File: config.mk
export PLATFORM = sky130hd
export DESIGN_NAME = branch_resolve_unit_flat
export DESIGN_NICKNAME = d
export VERILOG_FILES = /design/src/rtl/branch_resolve_unit_if.sv /design/src/rtl/branch_resolve_unit.sv /design/src/flat_wrapper.sv
export SDC_FILE = /design/constraint.sdc
export NUM_CORES = 1
export LEC_CHECK = 0
export ABC_CLOCK_PERIOD_IN_PS = 6300
export CAP_MARGIN = 20
export CORE_MARGIN = 10
export CORE_UTILIZATION = 45
export CTS_CLUSTER_DIAMETER = 60
export DETAILED_ROUTE_END_ITERATION = 6
export PLACE_DENSITY = 0.7
export SETUP_SLACK_MARGIN = 0.2
export SYNTH_ARGS = -nofsm -noshare
export SYNTH_HDL_FRONTEND = slang
export SYNTH_SLANG_ARGS = --single-unit
File: constraint.sdc
create_clock -name clk -period 6.3 [get_ports clk]
set_input_delay 1.26 -clock clk [delete_from_list [all_inputs] [get_ports clk]]
set_output_delay 1.26 -clock clk [all_outputs]
set_load 0.01 [all_outputs]
File: src/rtl/branch_resolve_unit_if.sv
// branch_resolve_unit_if: prediction/resolution handshake and predictor/redirect outputs
interface branch_resolve_unit_if;
  logic       pred_valid;
  logic [7:0] pred_pc;
  logic       pred_taken;
  logic [7:0] pred_target;
  logic       pred_ready;
  logic       res_valid;
  logic       res_taken;
  logic [7:0] res_target;
  logic       update;
  logic       actual_taken;
  logic [3:0] upd_index;
  logic       flush;
  logic       redirect_valid;
  logic [7:0] redirect_pc;
  logic [7:0] mispredict_cnt;
  logic       err_underflow;
  modport master (
    output pred_valid, pred_pc, pred_taken, pred_target, res_valid, res_taken, res_target,
    input  pred_ready, update, actual_taken, upd_index, flush, redirect_valid, redirect_pc,
           mispredict_cnt, err_underflow
  );
  modport slave (
    input  pred_valid, pred_pc, pred_taken, pred_target, res_valid, res_taken, res_target,
    output pred_ready, update, actual_taken, upd_index, flush, redirect_valid, redirect_pc,
           mispredict_cnt, err_underflow
  );
endinterface

File: src/rtl/branch_resolve_unit.sv
// branch_resolve_unit: in-order branch resolution, predictor update and mispredict recovery
module branch_resolve_unit #(
  parameter int DEPTH          = 4,
  parameter int RECOVER_CYCLES = 2
) (
  input logic clk,
  input logic reset,
  branch_resolve_unit_if.slave bus
);
  localparam int AW = $clog2(DEPTH);
  localparam int RW = RECOVER_CYCLES > 1 ? $clog2(RECOVER_CYCLES) : 1;
  typedef enum logic {NORMAL, RECOVER} state_t;
  state_t        state;
  logic [RW-1:0] rcnt;
  logic [7:0]    pc_q [DEPTH];
  logic          tk_q [DEPTH];
  logic [7:0]    tg_q [DEPTH];
  logic [AW-1:0] wp, rp;
  logic [AW:0]   count;
  logic          update, actual_taken, flush, err_underflow;
  logic [3:0]    upd_index;
  logic [7:0]    redirect_pc, mispredict_cnt;
  logic          ready, push, pop, mis;
  always_comb begin
    ready = state == NORMAL && count != (AW+1)'(DEPTH);
    push  = bus.pred_valid && ready;
    pop   = bus.res_valid && state == NORMAL && count != '0;
    mis   = pop && (bus.res_taken != tk_q[rp] || (bus.res_taken && bus.res_target != tg_q[rp]));
  end
  always_ff @(posedge clk) begin
    if (reset) begin
      state          <= NORMAL;
      rcnt           <= '0;
      wp             <= '0;
      rp             <= '0;
      count          <= '0;
      update         <= 1'b0;
      actual_taken   <= 1'b0;
      upd_index      <= '0;
      flush          <= 1'b0;
      redirect_pc    <= '0;
      mispredict_cnt <= '0;
      err_underflow  <= 1'b0;
    end else begin
      update <= pop;
      flush  <= mis;
      if (pop) begin
        actual_taken <= bus.res_taken;
        upd_index    <= pc_q[rp][3:0];
      end
      if (bus.res_valid && state == NORMAL && count == '0)
        err_underflow <= 1'b1;
      if (mis) begin
        // a mispredict squashes everything younger, including a same-cycle push
        redirect_pc    <= bus.res_taken ? bus.res_target : pc_q[rp] + 8'd1;
        mispredict_cnt <= mispredict_cnt == 8'hFF ? 8'hFF : mispredict_cnt + 8'd1;
        wp             <= '0;
        rp             <= '0;
        count          <= '0;
        state          <= RECOVER;
        rcnt           <= RW'(RECOVER_CYCLES - 1);
      end else begin
        if (push) begin
          pc_q[wp] <= bus.pred_pc;
          tk_q[wp] <= bus.pred_taken;
          tg_q[wp] <= bus.pred_target;
          wp       <= wp + 1'b1;
        end
        if (pop)
          rp <= rp + 1'b1;
        count <= count + (AW+1)'(push) - (AW+1)'(pop);
        if (state == RECOVER) begin
          state <= rcnt == '0 ? NORMAL : RECOVER;
          rcnt  <= rcnt == '0 ? '0 : rcnt - 1'b1;
        end
      end
    end
  end
  assign bus.pred_ready     = ready;
  assign bus.update         = update;
  assign bus.actual_taken   = actual_taken;
  assign bus.upd_index      = upd_index;
  assign bus.flush          = flush;
  assign bus.redirect_valid = flush;
  assign bus.redirect_pc    = redirect_pc;
  assign bus.mispredict_cnt = mispredict_cnt;
  assign bus.err_underflow  = err_underflow;
endmodule

File: src/flat_wrapper.sv
// flat-port wrapper written by rule: the top's interface ports become plain ports
module branch_resolve_unit_flat 
#(
  parameter int DEPTH          = 4,
  parameter int RECOVER_CYCLES = 2
)
  (clk, reset, bus_pred_valid, bus_pred_pc, bus_pred_taken, bus_pred_target, bus_res_valid, bus_res_taken, bus_res_target, bus_pred_ready, bus_update, bus_actual_taken, bus_upd_index, bus_flush, bus_redirect_valid, bus_redirect_pc, bus_mispredict_cnt, bus_err_underflow);
  branch_resolve_unit_if bus_i ();
  input logic clk;
  input logic reset;
  input wire logic [$bits(bus_i.pred_valid)-1:0] bus_pred_valid;
  input wire logic [$bits(bus_i.pred_pc)-1:0] bus_pred_pc;
  input wire logic [$bits(bus_i.pred_taken)-1:0] bus_pred_taken;
  input wire logic [$bits(bus_i.pred_target)-1:0] bus_pred_target;
  input wire logic [$bits(bus_i.res_valid)-1:0] bus_res_valid;
  input wire logic [$bits(bus_i.res_taken)-1:0] bus_res_taken;
  input wire logic [$bits(bus_i.res_target)-1:0] bus_res_target;
  output wire logic [$bits(bus_i.pred_ready)-1:0] bus_pred_ready;
  output wire logic [$bits(bus_i.update)-1:0] bus_update;
  output wire logic [$bits(bus_i.actual_taken)-1:0] bus_actual_taken;
  output wire logic [$bits(bus_i.upd_index)-1:0] bus_upd_index;
  output wire logic [$bits(bus_i.flush)-1:0] bus_flush;
  output wire logic [$bits(bus_i.redirect_valid)-1:0] bus_redirect_valid;
  output wire logic [$bits(bus_i.redirect_pc)-1:0] bus_redirect_pc;
  output wire logic [$bits(bus_i.mispredict_cnt)-1:0] bus_mispredict_cnt;
  output wire logic [$bits(bus_i.err_underflow)-1:0] bus_err_underflow;
  assign bus_i.pred_valid = bus_pred_valid;
  assign bus_i.pred_pc = bus_pred_pc;
  assign bus_i.pred_taken = bus_pred_taken;
  assign bus_i.pred_target = bus_pred_target;
  assign bus_i.res_valid = bus_res_valid;
  assign bus_i.res_taken = bus_res_taken;
  assign bus_i.res_target = bus_res_target;
  assign bus_pred_ready = bus_i.pred_ready;
  assign bus_update = bus_i.update;
  assign bus_actual_taken = bus_i.actual_taken;
  assign bus_upd_index = bus_i.upd_index;
  assign bus_flush = bus_i.flush;
  assign bus_redirect_valid = bus_i.redirect_valid;
  assign bus_redirect_pc = bus_i.redirect_pc;
  assign bus_mispredict_cnt = bus_i.mispredict_cnt;
  assign bus_err_underflow = bus_i.err_underflow;
  branch_resolve_unit #(.DEPTH(DEPTH), .RECOVER_CYCLES(RECOVER_CYCLES)) u_core (.clk(clk), .reset(reset), .bus(bus_i));
endmodule
# ---- Word level (Yosys, flattened, before mapping)
# Memory sizes are Yosys's and may differ from the RTL's. A register that Yosys moved wholly into a read port is not among the register bits.
# Cells that the tools add are included.
dict set report classes {
  add_sub_neg 7
  multipliers 0
  div_mod_pow 0
  n_lt_le_gt_ge 0
  n_eq_ne 4
  n_shift 0
  muxes 18
  n_bitwise 1
  n_reduce_logical 12
}
# op n
set op_table {}
lappend op_table {{$add A8 B1 Y8 const B} 2}
lappend op_table {{$mux W8} 2}
lappend op_table {{$mux W2} 6}
lappend op_table {{$mux W1} 10}
lappend op_table {{$eq A8 B8 Y1 const B} 1}
lappend op_table {{$ne A8 B8 Y1} 1}
lappend op_table {{$logic_and A1 B1 Y1} 7}
lappend op_table {{$add A2 B1 Y2 const B} 2}
lappend op_table {{$add A3 B1 Y3} 1}
lappend op_table {{$logic_not A3 Y1} 1}
lappend op_table {{$ne A3 B3 Y1 const B} 1}
lappend op_table {{$reduce_bool A3 Y1} 1}
lappend op_table {{$sub A3 B1 Y3} 1}
lappend op_table {{$reduce_bool A2 Y1} 1}
lappend op_table {{$reduce_or A2 Y1} 1}
lappend op_table {{$logic_or A1 B1 Y1} 1}
lappend op_table {{$ne A1 B1 Y1} 1}
lappend op_table {{$not A1 Y1} 1}
lappend op_table {{$sub A1 B1 Y1 const B} 1}
dict set report word_totals {
  register_bits 33
  latchBits 0
  mem_bits_rw 68
  romBits 0
  in_bits 30
  word_cells 57
  mem_count 3
}
# memory words width rd rd_ports_with_merged_regs wr line
set memory_table {}
lappend memory_table {u_core.pc_q 4 8 1 1 1 branch_resolve_unit.sv:15} ;# logic [7:0] pc_q [DEPTH];
lappend memory_table {u_core.tg_q 4 8 1 1 1 branch_resolve_unit.sv:17} ;# logic [7:0] tg_q [DEPTH];
lappend memory_table {u_core.tk_q 4 1 1 1 1 branch_resolve_unit.sv:16} ;# logic tk_q [DEPTH];

# ---- Longest topological paths before layout
dict set report depth {
  depth_word 7
  ltp_mapped 11
  mapped_depth_nobuf 9
}

# ---- Least setup slack after synthesis
# OpenSTA, ideal clock, no wires.
dict set report synth_path {
  kind {input port to flip-flop}
  start {input bus_res_taken}
  end {memory u_core.pc_q[0][0], enable pin}
  setup_time_ps 413
  arrival_time_ps 3716
  required_time_ps 5887
  path_slack_ps 2172
  path_stages 8
  n_path_buf 3
  path_cell_list {clkbuf_1 nand2_1 or4_1 buf_2 inv_2 a21oi_2 buf_2 nor3_1}
}
dict set report synth_between {
  elab_chain_len 6
  elab_cells_between_ends 7
  classes_between {eq/ne: 1; mux: 3; reduce/logical: 3}
}
# element line
set synth_rtl {}
lappend synth_rtl {{from (decl)} flat_wrapper.sv:16} ;# input wire logic [$bits(bus_i.res_taken)-1:0] bus_res_taken;
lappend synth_rtl {{$ne A1 B1 Y1 or $logic_and A1 B1 Y1 (tied branches)} branch_resolve_unit.sv:28} ;# mis = pop && (bus.res_taken != tk_q[rp] || (bus.res_taken && bus.res_target != tg_q[rp]));
lappend synth_rtl {{$logic_or A1 B1 Y1 (*)} branch_resolve_unit.sv:28}
lappend synth_rtl {{$logic_and A1 B1 Y1 (*)} branch_resolve_unit.sv:28}
lappend synth_rtl {{$mux W1 (*)} branch_resolve_unit.sv:53} ;# if (mis) begin
lappend synth_rtl {{$mux W1 (*)} branch_resolve_unit.sv:31} ;# if (reset) begin
lappend synth_rtl {{$mux W1 (implied by the code) (*)} branch_resolve_unit.sv:64} ;# pc_q[wp] <= bus.pred_pc;
lappend synth_rtl {{to (decl)} branch_resolve_unit.sv:15}
# Every way passes the cells marked *; elsewhere a longest branch is shown, timed or not.

# ---- Worst setup path after layout
dict set report layout_path {
  start {input bus_res_taken}
  end {memory u_core.pc_q[1][0], enable pin}
}
# The elaborated chain is that of the path after synthesis.

==> impl_metrics.csv <==
group,metric,value,unit
routing,antenna_left,0,
global_route,met1_usage,15.5,%
power_and_ir_drop,p_leak,0.00180,uW
critical_path,worstSetupEndpoint,"u_core.pc_q[1][0]",
logic_synthesis,mappedNetlistArea,4430,sq um
floorplanning,io_pins,56,
run_status,status,"finished, final reports clean",
clock_network,ctsHoldBuffers,0,
global_route,grt_max_degree,32,
logic_synthesis,synth_cells,326,
placed_design,portBuffers,55,
logic_synthesis,ys_top_cells_by_area,"edfxtp_1 (46%), dfxtp_1 (16%), mux4_2 (6.1%), mux2i_1 (5.7%), xnor2_1 (3.2%)",
routing,avgViaCountPerCell,5.27,
critical_path,r2r_slack,3030,ps
logic_synthesis,yosysMostFrequentCell,"edfxtp_1",
clock_network,cts_sinks,103,
critical_path,r2r_end,"u_core.pc_q[1][0]",
critical_path,cp.arrival,3650,ps
timing,hold_viol_final,0,
critical_path,worst_setup_path_end_kind,"register",
routing,drc_errors,0,
floorplanning,die_area,14200,sq um
floorplanning,die_y,119,microns
logic_synthesis,synth_edf_count,68,
clock_network,tritoncts.num_buffers,9,
finish,layout-drive-gt1-share,11.9,%
critical_path,crit_path_max_fanout,19,
timing,final_max_slew_viol_count,0,
timing,worst_pin_slew,762,ps
routing,wl_per_cell,17.5,microns
timing,fin_crit_sh,57.4,%
run,maxCapViolations,0,
timing,setup_viol,0,
routing,first_pass_iters,5,
clock_network,cts_resized,0,
power_and_ir_drop,powerDensity,336,nW/um^2
timing,fin_setup_tns,0,ps
global_route,antenna_found_initial,0,
clock_network,clkTransAtPathRegs,100,ps
logic_synthesis,synth.ff_latch_count,103,
logic_synthesis,ys.flop_type,"edfxtp_1",
logic_synthesis,syn_avg_cell_area,13.6,sq um
critical_path,cp_slowest_cell,"clkdlybuf4s50_1",
critical_path,path_cells,"clkdlybuf4s50_1 > nand2_1 > or4_1 > inv_2 > a21oi_2 > nor3_2 > buf_4",
placed_design,finalWeightedCongestion,0.822,
clock_network,cts_buffer_depth,2,
global_route,grt.met2_usage,21.6,%
logic_synthesis,synthTopCellsByCount,"edfxtp_1 (68), dfxtp_1 (35), nand2_1 (26), mux2i_1 (25), nor3_1 (19)",
logic_synthesis,synth_top_area_share,46.1,%
global_route,grt_usage,12.8,%
global_route,met3_usage,3.97,%
finish,nets,420,
placed_design,dp.cells,503,
global_route,grt_pass1_wl,14500,microns
placed_design,post-dp-hpwl,6290,microns
logic_synthesis,synth_warnings,0,
routing,drtIter0Drc,139,
finish,post-route-cell-area,5310,sq um
critical_path,required,6340,ps
finish,diodes,0,
worst_hold_path,min_from,"u_core.rcnt",
timing,slew_headroom,49.2,%
timing,holdWs,464,ps
logic_synthesis,yosysSeqAreaShare,62.0,%
timing,min_period,3620,ps
finish,layout.cells.non_filler,519,
critical_path,max_stage_delay,870,ps
global_route,grt_pass1_vias,2825,
routing,wirelength,9080,microns
global_route,grt_busiest_layer,"met2",
timing,rsz0062_at_grt,"false",
clock_network,root_buffer,"clkbuf_8",
clock_network,clk_latency,360,ps
clock_network,post-cts-setup-buffers,0,
floorplanning,die_w,119,microns
floorplanning,rows,36,
global_route,grt-ovfl-total,0,
timing,fin_skew,18.6,ps
critical_path,critPathLaunch,"bus_res_taken",
clock_network,cts_tree,"built",
timing,fmax,276,MHz
finish,areaGrowthSynthToFinish,19.9,%
critical_path,crit_type,"in -> reg",
critical_path,ff2ff_path_depth,8,
logic_synthesis,synth_nets,365,
power_and_ir_drop,ir_drop,0.000181,V
logic_synthesis,synthArstFlopShare,0,%
floorplanning,core,9680,sq um
routing,via_count,2733,
logic_synthesis,yosys.cell_types.count,42,
clock_network,htree_levels,3,
placed_design,dpl_cell_area,5110,sq um
critical_path,start_kind,"input port",
worst_hold_path,hp-class,"reg -> reg",
logic_synthesis,synth_area_leader_cell,"edfxtp_1",
floorplanning,initial_core_util,45.7,%
==> final cells by class <==
class	count	area, sq um
sequential	103	2740
fill	814	4380
multi-input combinational	185	1530
clock buffer	9	124
clock inverter	7	71.3
tap	133	166
inverter	20	75.1
timing repair buffer	62	603
==> flip-flops by register name, summed over array words and instances (netlist names), 2 cells and up, named ones only <==
signal and count:
u_core.bus.redirect_pc 8, u_core.bus.mispredict_cnt 8, u_core.tk_q 4, u_core.pc_q 32
u_core.tg_q 32, u_core.bus.upd_index 4, u_core.wp 2, u_core.count 3
u_core.rp 2
==> cells by family after synthesis <==
logic type                 after synthesis  synth area share [%]
DFF                                    103                  62.0
and+or+nand+nor                         77                  8.25
AOI/OAI and AO/OA                       38                  6.44
buffers and inverters                   38                  4.13
muxes                                   37                  11.8
xor gates and xnor gates                24                  4.75
adders and majority gates                9                  2.71
==> critical path: cells and delay by family <==
kind | cells | cell delay [ps]
compound gates | 1 | 180
simple gates | 3 | 870
buf+inv | 3 | 1330
==> metrics by stage <==
| stage | utilization [%] | total power [uW] | worst slack (ps) |
|---|---|---|---|
| floorplan | - | 1240 | 2170 |
| global placement | 52.8 | 1390 | 2370 |
| detailed placement | 52.8 | 1410 | 2330 |
| CTS | 54.8 | 1810 | 2710 |
| global route | 54.8 | 1890 | 2540 |
| finish | 54.8 | 1780 | 2680 |
==> report_power, final <==
| part | internal (uW) | switching, uW |
|---|---|---|
| clock network | 157 | 245 |
| logic | 263 | 272 |
| registers | 803 | 44.4 |
| total | 1220 | 561 |
==> metal layers <==
layer  share of wire, %  wire length [microns]
met1                 44                   4000
met2                 49                   4410
met3                6.5                    591
met4               0.88                     80
met5                  0                      0
==> worst min-delay path by stage <==
stage	endpoint	slack (ps)	cells past startpoint
2_1_floorplan	u_core.rcnt	440	2
3_3_place_gp	u_core.rcnt	440	2
3_5_place_dp	u_core.state	450	2
4_1_cts	u_core.state	470	2
5_1_grt	u_core.state	490	2
6_report	u_core.state	460	2
==> cells in the final DEF (no fill, tap or decap), types with 12 or more instances in the layout <==
cell / synthesis / final
dfxtp_1: 35 / 35
nand2_1: 26 / 26
mux2i_1: 25 / 25
edfxtp_1: 68 / 68
nor2_1: 12 / 12
clkdlybuf4s50_1: 0 / 55
mux4_2: 12 / 12
xnor2_1: 16 / 16
inv_1: 18 / 18
nor3_1: 19 / 15
No activity file was read; power rests on OpenSTA's default activity.
